`config.mk`:
```
export PLATFORM = sky130hd
export DESIGN_NAME = spi_reg_responder
export DESIGN_NICKNAME = d
export VERILOG_FILES = /design/src/rtl/spi_reg_responder.sv
export SDC_FILE = /design/constraint.sdc
export NUM_CORES = 1
export LEC_CHECK = 0
export ABC_CLOCK_PERIOD_IN_PS = 4800
export BUFFER_PORTS_ARGS = -buffer_cell sky130_fd_sc_hd__buf_2
export CAP_MARGIN = 20
export CORE_MARGIN = 8
export CORE_UTILIZATION = 50
export CTS_CLUSTER_DIAMETER = 40
export DETAILED_ROUTE_END_ITERATION = 8
export PLACE_DENSITY = 0.66
export SETUP_SLACK_MARGIN = 0.1
export SYNTH_ARGS = -nofsm -noshare
export SYNTH_HDL_FRONTEND = slang
export SYNTH_SLANG_ARGS = --single-unit
```
`constraint.sdc`:
```
create_clock -name clk_clk -period 4.8 [get_ports clk_clk]
set_clock_uncertainty 0.2 [all_clocks]
set_input_delay 0.48 -clock clk_clk [delete_from_list [all_inputs] [get_ports clk_clk]]
set_output_delay 0.48 -clock clk_clk [all_outputs]
set_load 0.01 [all_outputs]
```
`src/rtl/spi_reg_responder.sv`:
```
// SPI mode-0 responder exposing a 32 x 8-bit register file to an SPI master,
// with a local read/write port, write-notify strobe and W1C interrupt flags.
module spi_reg_responder #(
  parameter int IRQ_REG     = 25,
  parameter int IEN_REG     = 26,
  parameter int SYNC_STAGES = 2
) (
  input  logic       clk_clk,
  input  logic       reset_reset,
  input  logic       spi_SCLK,
  input  logic       spi_MOSI,
  input  logic       spi_SS_n,
  output logic       spi_MISO,
  output logic       spi_MISO_oe,
  input  logic [4:0] loc_addr,
  input  logic       loc_we,
  input  logic [7:0] loc_wdata,
  output logic [7:0] loc_rdata,
  input  logic [7:0] loc_irq_set,
  output logic       spi_wr_strobe,
  output logic [4:0] spi_wr_addr,
  output logic [7:0] spi_wr_data,
  output logic       busy,
  output logic       irq
);

  localparam logic [4:0] IRQ_A = 5'(IRQ_REG);
  localparam logic [4:0] IEN_A = 5'(IEN_REG);

  typedef enum logic [1:0] {IDLE, CMD, WR, RD} state_t;

  state_t                 state;
  logic [SYNC_STAGES-1:0] sclk_sync, mosi_sync, ss_sync;
  logic                   sclk_prev, ss_prev;
  logic [2:0]             bit_cnt;
  logic [7:0]             rx_shift, tx_shift;
  logic [4:0]             addr;
  logic [7:0]             regs [32];

  logic       sclk_s, mosi_s, ss_s;
  logic       sclk_rise, sclk_fall, ss_fall;
  logic       byte_done, spi_we;
  logic [7:0] rx_byte, irq_next;

  // Select chain resets to "selected" so a master still holding SS_n low
  // after reset cannot fake a falling edge; it must deselect first.
  always_ff @(posedge clk_clk) begin
    if (reset_reset) begin
      sclk_sync <= '0;
      mosi_sync <= '0;
      ss_sync   <= '0;
      sclk_prev <= 1'b0;
      ss_prev   <= 1'b0;
    end else begin
      sclk_sync[0] <= spi_SCLK;
      mosi_sync[0] <= spi_MOSI;
      ss_sync[0]   <= spi_SS_n;
      for (int i = 1; i < SYNC_STAGES; i++) begin
        sclk_sync[i] <= sclk_sync[i-1];
        mosi_sync[i] <= mosi_sync[i-1];
        ss_sync[i]   <= ss_sync[i-1];
      end
      sclk_prev <= sclk_s;
      ss_prev   <= ss_s;
    end
  end

  assign sclk_s    = sclk_sync[SYNC_STAGES-1];
  assign mosi_s    = mosi_sync[SYNC_STAGES-1];
  assign ss_s      = ss_sync[SYNC_STAGES-1];
  assign sclk_rise = sclk_s & ~sclk_prev;
  assign sclk_fall = ~sclk_s & sclk_prev;
  assign ss_fall   = ~ss_s & ss_prev;
  assign rx_byte   = {rx_shift[6:0], mosi_s};
  assign byte_done = sclk_rise && (bit_cnt == 3'd7) && !ss_s;
  assign spi_we    = (state == WR) && byte_done;
  assign spi_MISO  = tx_shift[7];

  // Flag register: local write overwrites unless SPI hits it too, SPI clears
  // written ones, and set pulses are applied last so they always win.
  always_comb begin
    irq_next = regs[IRQ_A];
    if (loc_we && loc_addr == IRQ_A)
      irq_next = loc_wdata;
    if (spi_we && addr == IRQ_A)
      irq_next = regs[IRQ_A] & ~rx_byte;
    irq_next = irq_next | loc_irq_set;
  end

  always_ff @(posedge clk_clk) begin
    if (reset_reset) begin
      for (int i = 0; i < 32; i++)
        regs[i] <= '0;
    end else begin
      for (int i = 0; i < 32; i++) begin
        if (5'(i) == IRQ_A)
          regs[i] <= irq_next;
        else if (spi_we && addr == 5'(i))
          regs[i] <= rx_byte;
        else if (loc_we && loc_addr == 5'(i))
          regs[i] <= loc_wdata;
      end
    end
  end

  always_ff @(posedge clk_clk) begin
    if (reset_reset) begin
      loc_rdata     <= '0;
      irq           <= 1'b0;
      spi_wr_strobe <= 1'b0;
      spi_wr_addr   <= '0;
      spi_wr_data   <= '0;
    end else begin
      loc_rdata     <= regs[loc_addr];
      irq           <= |(regs[IRQ_A] & regs[IEN_A]);
      spi_wr_strobe <= spi_we;
      if (spi_we) begin
        spi_wr_addr <= addr;
        spi_wr_data <= rx_byte;
      end
    end
  end

  // Deselect always wins; a partially shifted byte is simply dropped.
  always_ff @(posedge clk_clk) begin
    if (reset_reset) begin
      state       <= IDLE;
      bit_cnt     <= '0;
      rx_shift    <= '0;
      tx_shift    <= '0;
      addr        <= '0;
      busy        <= 1'b0;
      spi_MISO_oe <= 1'b0;
    end else if (ss_s) begin
      state       <= IDLE;
      bit_cnt     <= '0;
      busy        <= 1'b0;
      spi_MISO_oe <= 1'b0;
    end else if (state == IDLE) begin
      if (ss_fall) begin
        state       <= CMD;
        tx_shift    <= regs[IRQ_A];
        bit_cnt     <= '0;
        busy        <= 1'b1;
        spi_MISO_oe <= 1'b1;
      end
    end else if (sclk_rise) begin
      rx_shift <= rx_byte;
      bit_cnt  <= bit_cnt + 3'd1;
      if (bit_cnt == 3'd7) begin
        case (state)
          CMD: begin
            addr <= rx_byte[7:3];
            if (rx_byte[1]) begin
              state    <= WR;
              tx_shift <= '0;
            end else begin
              state    <= RD;
              tx_shift <= regs[rx_byte[7:3]];
            end
          end
          WR: addr <= addr + 5'd1;
          RD: begin
            addr     <= addr + 5'd1;
            tx_shift <= regs[addr + 5'd1];
          end
          default: ;
        endcase
      end
    end else if (sclk_fall && bit_cnt != 3'd0) begin
      tx_shift <= {tx_shift[6:0], 1'b0};
    end
  end

endmodule

```
== After elaboration in Yosys (flattened, before gate mapping) ==
Memory sizes are Yosys's and may differ from the RTL's. A register that Yosys moved wholly into a read port is not among the register bits.
Cells that the tools add are included.

* Output and inout bits: 26
* Memories: 1
* Bits in writable memories: 256
* Word-level logic and storage cells: 552
* Bits of input ports: 27
* Register bits after elaboration: 49

* Equality and inequality tests: 69
* Multiplexer cells: 304
* Bitwise logic cells: 74
* Reductions and logical operators: 87
* Add/subtract/negate cells: 2

{| class="wikitable"
|+ Memory list
! memory !! words !! bits a word !! rd ports !! clocked after memory_dff !! wr ports !! line !! text
|-
| regs || 32 || 8 || 5 || 2 || 32 || 38 || <nowiki>logic [7:0] regs [32];</nowiki>
|}

{| class="wikitable"
|+ Operators by type and width
! kind !! number
|-
| 2-to-1 mux 8 bit || 71
|-
| 2-to-1 mux 1 bit || 221
|-
| == test 5 bit, second input constant || 32
|-
| == test 5 x 4 -> 1 bit, second input constant || 16
|-
| logical AND 1 bit || 68
|-
| OR 1 bit || 63
|-
| == test 5 x 3 -> 1 bit, second input constant || 8
|-
| == test 5 x 2 -> 1 bit, second input constant || 4
|-
| bitwise AND 8 bit || 2
|-
| case mux 8 bit (2 select lines) || 1
|-
| == test 5 x 1 -> 1 bit, second input constant || 2
|-
| logical NOT 5 bit || 2
|-
| 2-to-1 mux 2 bit || 5
|-
| 2-to-1 mux 5 bit || 2
|-
| case mux 5 bit (2 select lines) || 1
|-
| AND reduction 5 bit || 2
|-
| 2-to-1 mux 3 bit || 3
|-
| inverter 8 bit || 1
|-
| OR 8 bit || 1
|-
| nonzero test 2 bit || 4
|-
| OR reduction 8 bit || 1
|-
| nonzero test 3 bit || 2
|-
| adder 5 x 1 -> 5 bit, second input constant || 1
|-
| == test 2 bit, second input constant || 2
|-
| 14 further kinds || 21
|}

== Logic depth before layout (Yosys ltp) ==
* Depth in word-level cells: 11
* Gate-level depth with buffers: 14
* Depth with buffers taken out: 8

== Least setup slack after synthesis ==
Ideal clock, no wire load.

* Path kind: reg2reg
* From: register addr[0]
* To: register tx_shift[2]
* Library setup time: 0.129 ns
* Arrival: 2.890 ns
* Slack: 1.580 ns
* Cell stages (with the launch flop): 14
* Clock period less this slack: 3.220 ns
* Required time: 4.471 ns
* Buffers on the path: 6
* Cells stage by stage: dfxtp_1 > buf_2 > buf_4 > inv_2 > buf_2 > ha_1 > buf_6 > buf_4 > buf_4 > mux4_2 > mux2i_1 > o22ai_1 > o21ai_0 > a31oi_1

* Longest elaborated chain between the ends: 6

{| class="wikitable"
|+ Ends and longest elaborated chain
! element !! line !! text
|-
| start, declared || 37 || <nowiki>logic [4:0] addr;</nowiki>
|-
| start signal, assigned || 153 || <nowiki>addr <= rx_byte[7:3];</nowiki>
|-
| start signal, assigned || 162 || <nowiki>WR: addr <= addr + 5'd1;</nowiki>
|-
| start signal, assigned || 164 || <nowiki>addr <= addr + 5'd1;</nowiki>
|-
| adder 5 x 1 -> 5 bit || 165 || <nowiki>tx_shift <= regs[addr + 5'd1];</nowiki>
|-
| memory (32 x 8 bit) || -- ||
|-
| case mux 8 bit (2 select lines) || 151 || <nowiki>case (state)</nowiki>
|-
| 2-to-1 mux 8 bit || 150 || <nowiki>if (bit_cnt == 3'd7) begin</nowiki>
|-
| 2-to-1 mux 8 bit || 147 || <nowiki>end else if (sclk_rise) begin</nowiki>
|-
| 2-to-1 mux 8 bit || 139 || <nowiki>end else if (state == IDLE) begin</nowiki>
|-
| end signal, assigned || 142 || <nowiki>tx_shift <= regs[IRQ_A];</nowiki>
|-
| end signal, assigned || 159 || <nowiki>tx_shift <= regs[rx_byte[7:3]];</nowiki>
|-
| end signal, assigned || 165 ||
|-
| end, declared || 36 || <nowiki>logic [7:0] rx_shift, tx_shift;</nowiki>
|}

No other way between the ends. The select of a mux whose other input is x is not followed.
A chain may end at the register's enable or synchronous reset.

== Worst setup path after layout ==
* From: register addr[1]
* To: register tx_shift[6]

Same word-level chain as after synthesis.

==> summary.md <==
| Metric | Value |
|---|---|
| FP Rows | 73 |
| Fraction of registers with async set or reset after synthesis | 0 |
| Synth Area in Simple Gates | 0.0843 |
| Met1 Use GR | 0.422 |
| I/O Buffers | 52 |
| Min-delay src | reset_reset |
| GR peak layer | met2 |
| Starting Density | 0.506 |
| Max Transition Viols Final | 0 |
| CTS clk-pin slew, worst paths | 0.06 ns |
| Final HPWL DP | 52500 um |
| Initial antenna violation count | 2 |
| Synth Area per Inst | 12.8 um2 |
| Post-Syn Area | 20100 um2 |
| CTS Root Cell | clkbuf_16 |
| First-pass GRT wire length | 108000 um |
| Die area | 46900 um2 |
| RSZ-0062 raised after global routing | no |
| CP startpoint kind | flop |
| Final count of hold timing violations | 0 |
| Synth Area in Compound Gates | 0.138 |
| GRT overflow | 0 |
| Synth-to-layout area growth | 12.8% |
| Max_cap viols | 0 |
| Met3 Resource Use GR | 0.105 |
| Worst R2R Start | addr[1]$_SDFFE_PP0P_ |
| Sequential area share after synthesis | 0.440 |
| Maximum VDD drop | 0.257 mV |
| Post-CTS resize count | 0 |
| # diodes | 0 |
| Largest delay share family, worst path | compound AO/OA/AOI/OAI gates |
| Largest net degree at the start of global routing | 54 |
| DR pass1 iterations | 7 |
| Gpl congestion | 0.988 |
| Crit path max fanout | 23 |
| Largest family of logic cells by synthesized area | multiplexers |
| Pwr Density | 349 nW/um2 |
| Setup TNS | 0 ns |
| Routing usage on met2 | 0.466 |
| Adder-cell share of the synthesized area | 0.00560 |
| Critical Path Start | addr[1]$_SDFFE_PP0P_ |
| Antenna violation net count after detailed routing | 0 |
| # IOs | 53 |
| Hold/Removal Path Class | input port to flop |
| Detailed Route WL | 75600 um |
| Sink Count | 318 |
| Die H | 217 um |
| CP max-delay cell | xor2_4 |
| Status | finished clean |
| Final nets | 1615 |
| Critical Path Max Stage Delay | 0.76 ns |
| Multiplexer share of the synthesized area | 0.290 |
| Mapped Nets | 1613 |
| Critical Path RT | 5.12 ns |
| WP buf/inv | 1 |
| Filler cells | 3269 |
| CTS H-tree depth | 2 |
| Worst path cell trace | ha_1 -> xor2_4 -> buf_4 -> mux4_2 -> mux2i_1 -> o22ai_1 -> o21ai_0 -> a31oi_1 |
| Iteration-0 DRC count of the detailed router | 2419 |
| Share of cells above drive strength 1 | 0.285 |
| Period utilization | 0.790 |
| Worst Setup End Kind | flop |
| Fmax | 0.264 GHz |
| Slew HR | 0.250 |
| Worst-skew pair later-pin latency | 0.61 ns |
| Synth warnings | 0 |
| Die Width | 217 um |
| Vias post-DR | 15900 |
| EDFF count, synth | 248 |
| Min cycle time layout | 3.79 ns |
| Mean routed wirelength per cell | 35.2 um |
| # DRC | 0 |
| Worst slew pin tran | 1.12 ns |
| Placed cell count | 2038 |
| Drt via density | 7.41 |
| DP Area | 20700 um2 |
| Vias in the first global route | 15200 |
| Unique masters post-synth | 66 |
| Synth Register Bits | 318 |
| Syn Inst Count | 1577 |
| Final setup viols | 0 |
| Placeable core area | 39700 um2 |
| Most used DFF post-synth | edfxtp_1 |
| Static leakage | 7.73 nW |
| Cts bufs inserted | 52 |
| Finished Layout Cells | 2148 |
| Xor/xnor cell area share of the yosys netlist | 0.00255 |
| Worst EP arrival | 4.11 ns |
| CTS tree | built |
| Fin area | 22700 um2 |
| Max clock buf depth | 3 |
| Total track usage | 0.317 |
| Worst Setup Path Type | flop to flop |
## registers in the layout (all words and copies together) (netlist names), named ones only
register       cells
rx_shift           7
ss_prev            1
bit_cnt            3
regs             256
ss_sync            2
irq                1
spi_wr_data        8
mosi_sync          2
state              2
spi_wr_addr        5
addr               5
tx_shift           8
spi_wr_strobe      1
sclk_prev          1
sclk_sync          2
busy               1
loc_rdata          8
## kinds of logic (layout without fill, tap and decap cells)
kind of cell,count (synthesis),count (layout)
flops,318,318
fa+ha+maj,9,9
simple gates,372,372
xor+xnor,5,5
compound gates,377,377
mux,326,326
buf+inv,170,216
## layout make-up
class / instances / area (um2) / share of cell area
Timing Repair Buffer: 109 / 733 / 0.0323
Tap cell: 525 / 657 / 0.0290
Clock inverter: 36 / 425 / 0.0188
Sequential cell: 318 / 8860 / 0.390
Clock buffer: 62 / 1480 / 0.0650
Multi-Input combinational cell: 1089 / 10500 / 0.463
Inverter: 9 / 33.8 / 0.00149
## metrics by stage
stage               utilization  hold slack [ns]  setup WS, ns  power (W)
floorplan                     -            0.214          1.58    0.00359
global placement          0.520            0.219          1.20    0.00385
detailed placement        0.520            0.230          1.14    0.00386
CTS                       0.571            0.166          1.16    0.00789
global route              0.571            0.197         0.880    0.00804
finish                    0.571            0.184          1.01    0.00791
## report_power, final
| group | switching, W | leakage [nW] | internal, W |
|---|---|---|---|
| Combinational | 0.000364 | 3.78 | 0.000259 |
| Clock | 0.00150 | 0.928 | 0.00256 |
| Sequential | 0.000128 | 3.02 | 0.00309 |
## cell usage after synthesis, drive strengths merged (13+ instances only)
cell type  instances  area share
edfxtp           248        0.37
mux4             200        0.22
nand2            188       0.035
a22o             143       0.062
buf               92       0.025
a21oi             82       0.025
nor2              78       0.015
o21ai             73       0.018
dfxtp             70       0.070
clkbuf            69       0.013
mux2i             69       0.034
mux2              57       0.032
nand3             29      0.0077
nor2b             24      0.0075
a22oi             15      0.0056
and3              13      0.0040
o22ai             13      0.0040
## placed cells by master (no fill, tap or decap), drive strengths merged, types with 8 or more instances in the layout
cell,Yosys,layout
a22oi,15,15
buf,92,98
mux4,200,200
a221oi,8,8
a31oi,8,8
mux2i,69,69
nor2,78,78
nand2,188,188
o22ai,13,13
a21oi,82,82
a211oi,9,9
clkinv,1,9
ha,9,9
dlygate4sd3,0,11
edfxtp,248,248
a22o,143,143
nor3,11,11
nand3,29,29
and3,13,13
inv,8,26
o21ai,73,73
clkbuf,69,62
nor2b,24,24
dfxtp,70,70
mux2,57,57
## final timing paths
path	end	slack (ns)	depth (start not counted)
worst max-delay path	tx_shift[6]$_SDFFE_PP0P_	1.01	8
worst min-delay path	sclk_prev$_SDFF_PP0_	0.18	2
worst max register to register	tx_shift[6]$_SDFFE_PP0P_	1.01	8
worst min register to register	ss_sync[1]$_SDFF_PP0_	0.24	1
## timing repair
| item | CTS | global route |
|---|---|---|
| endpoints found under the hold margin | 11 | 0 |
| hold buffers | 11 | 0 |
| buffers inserted | 0 | 0 |
## worst register-to-register path, stage by stage (launching register included)
cell and delay (ns):
dfxtp_1 0.43, ha_1 0.66, xor2_4 0.77, buf_4 0.36, mux4_2 0.22, mux2i_1 0.10, o22ai_1 0.56, o21ai_0 0.20
a31oi_1 0.23
## per-layer routing
layer / vias up / part of all wire
met4: 0 / 0.049
li1: 6352 / -
met5: - / 0
met2: 1420 / 0.44
met3: 243 / 0.14
met1: 7900 / 0.37
Power figures use the tool's default switching activity.
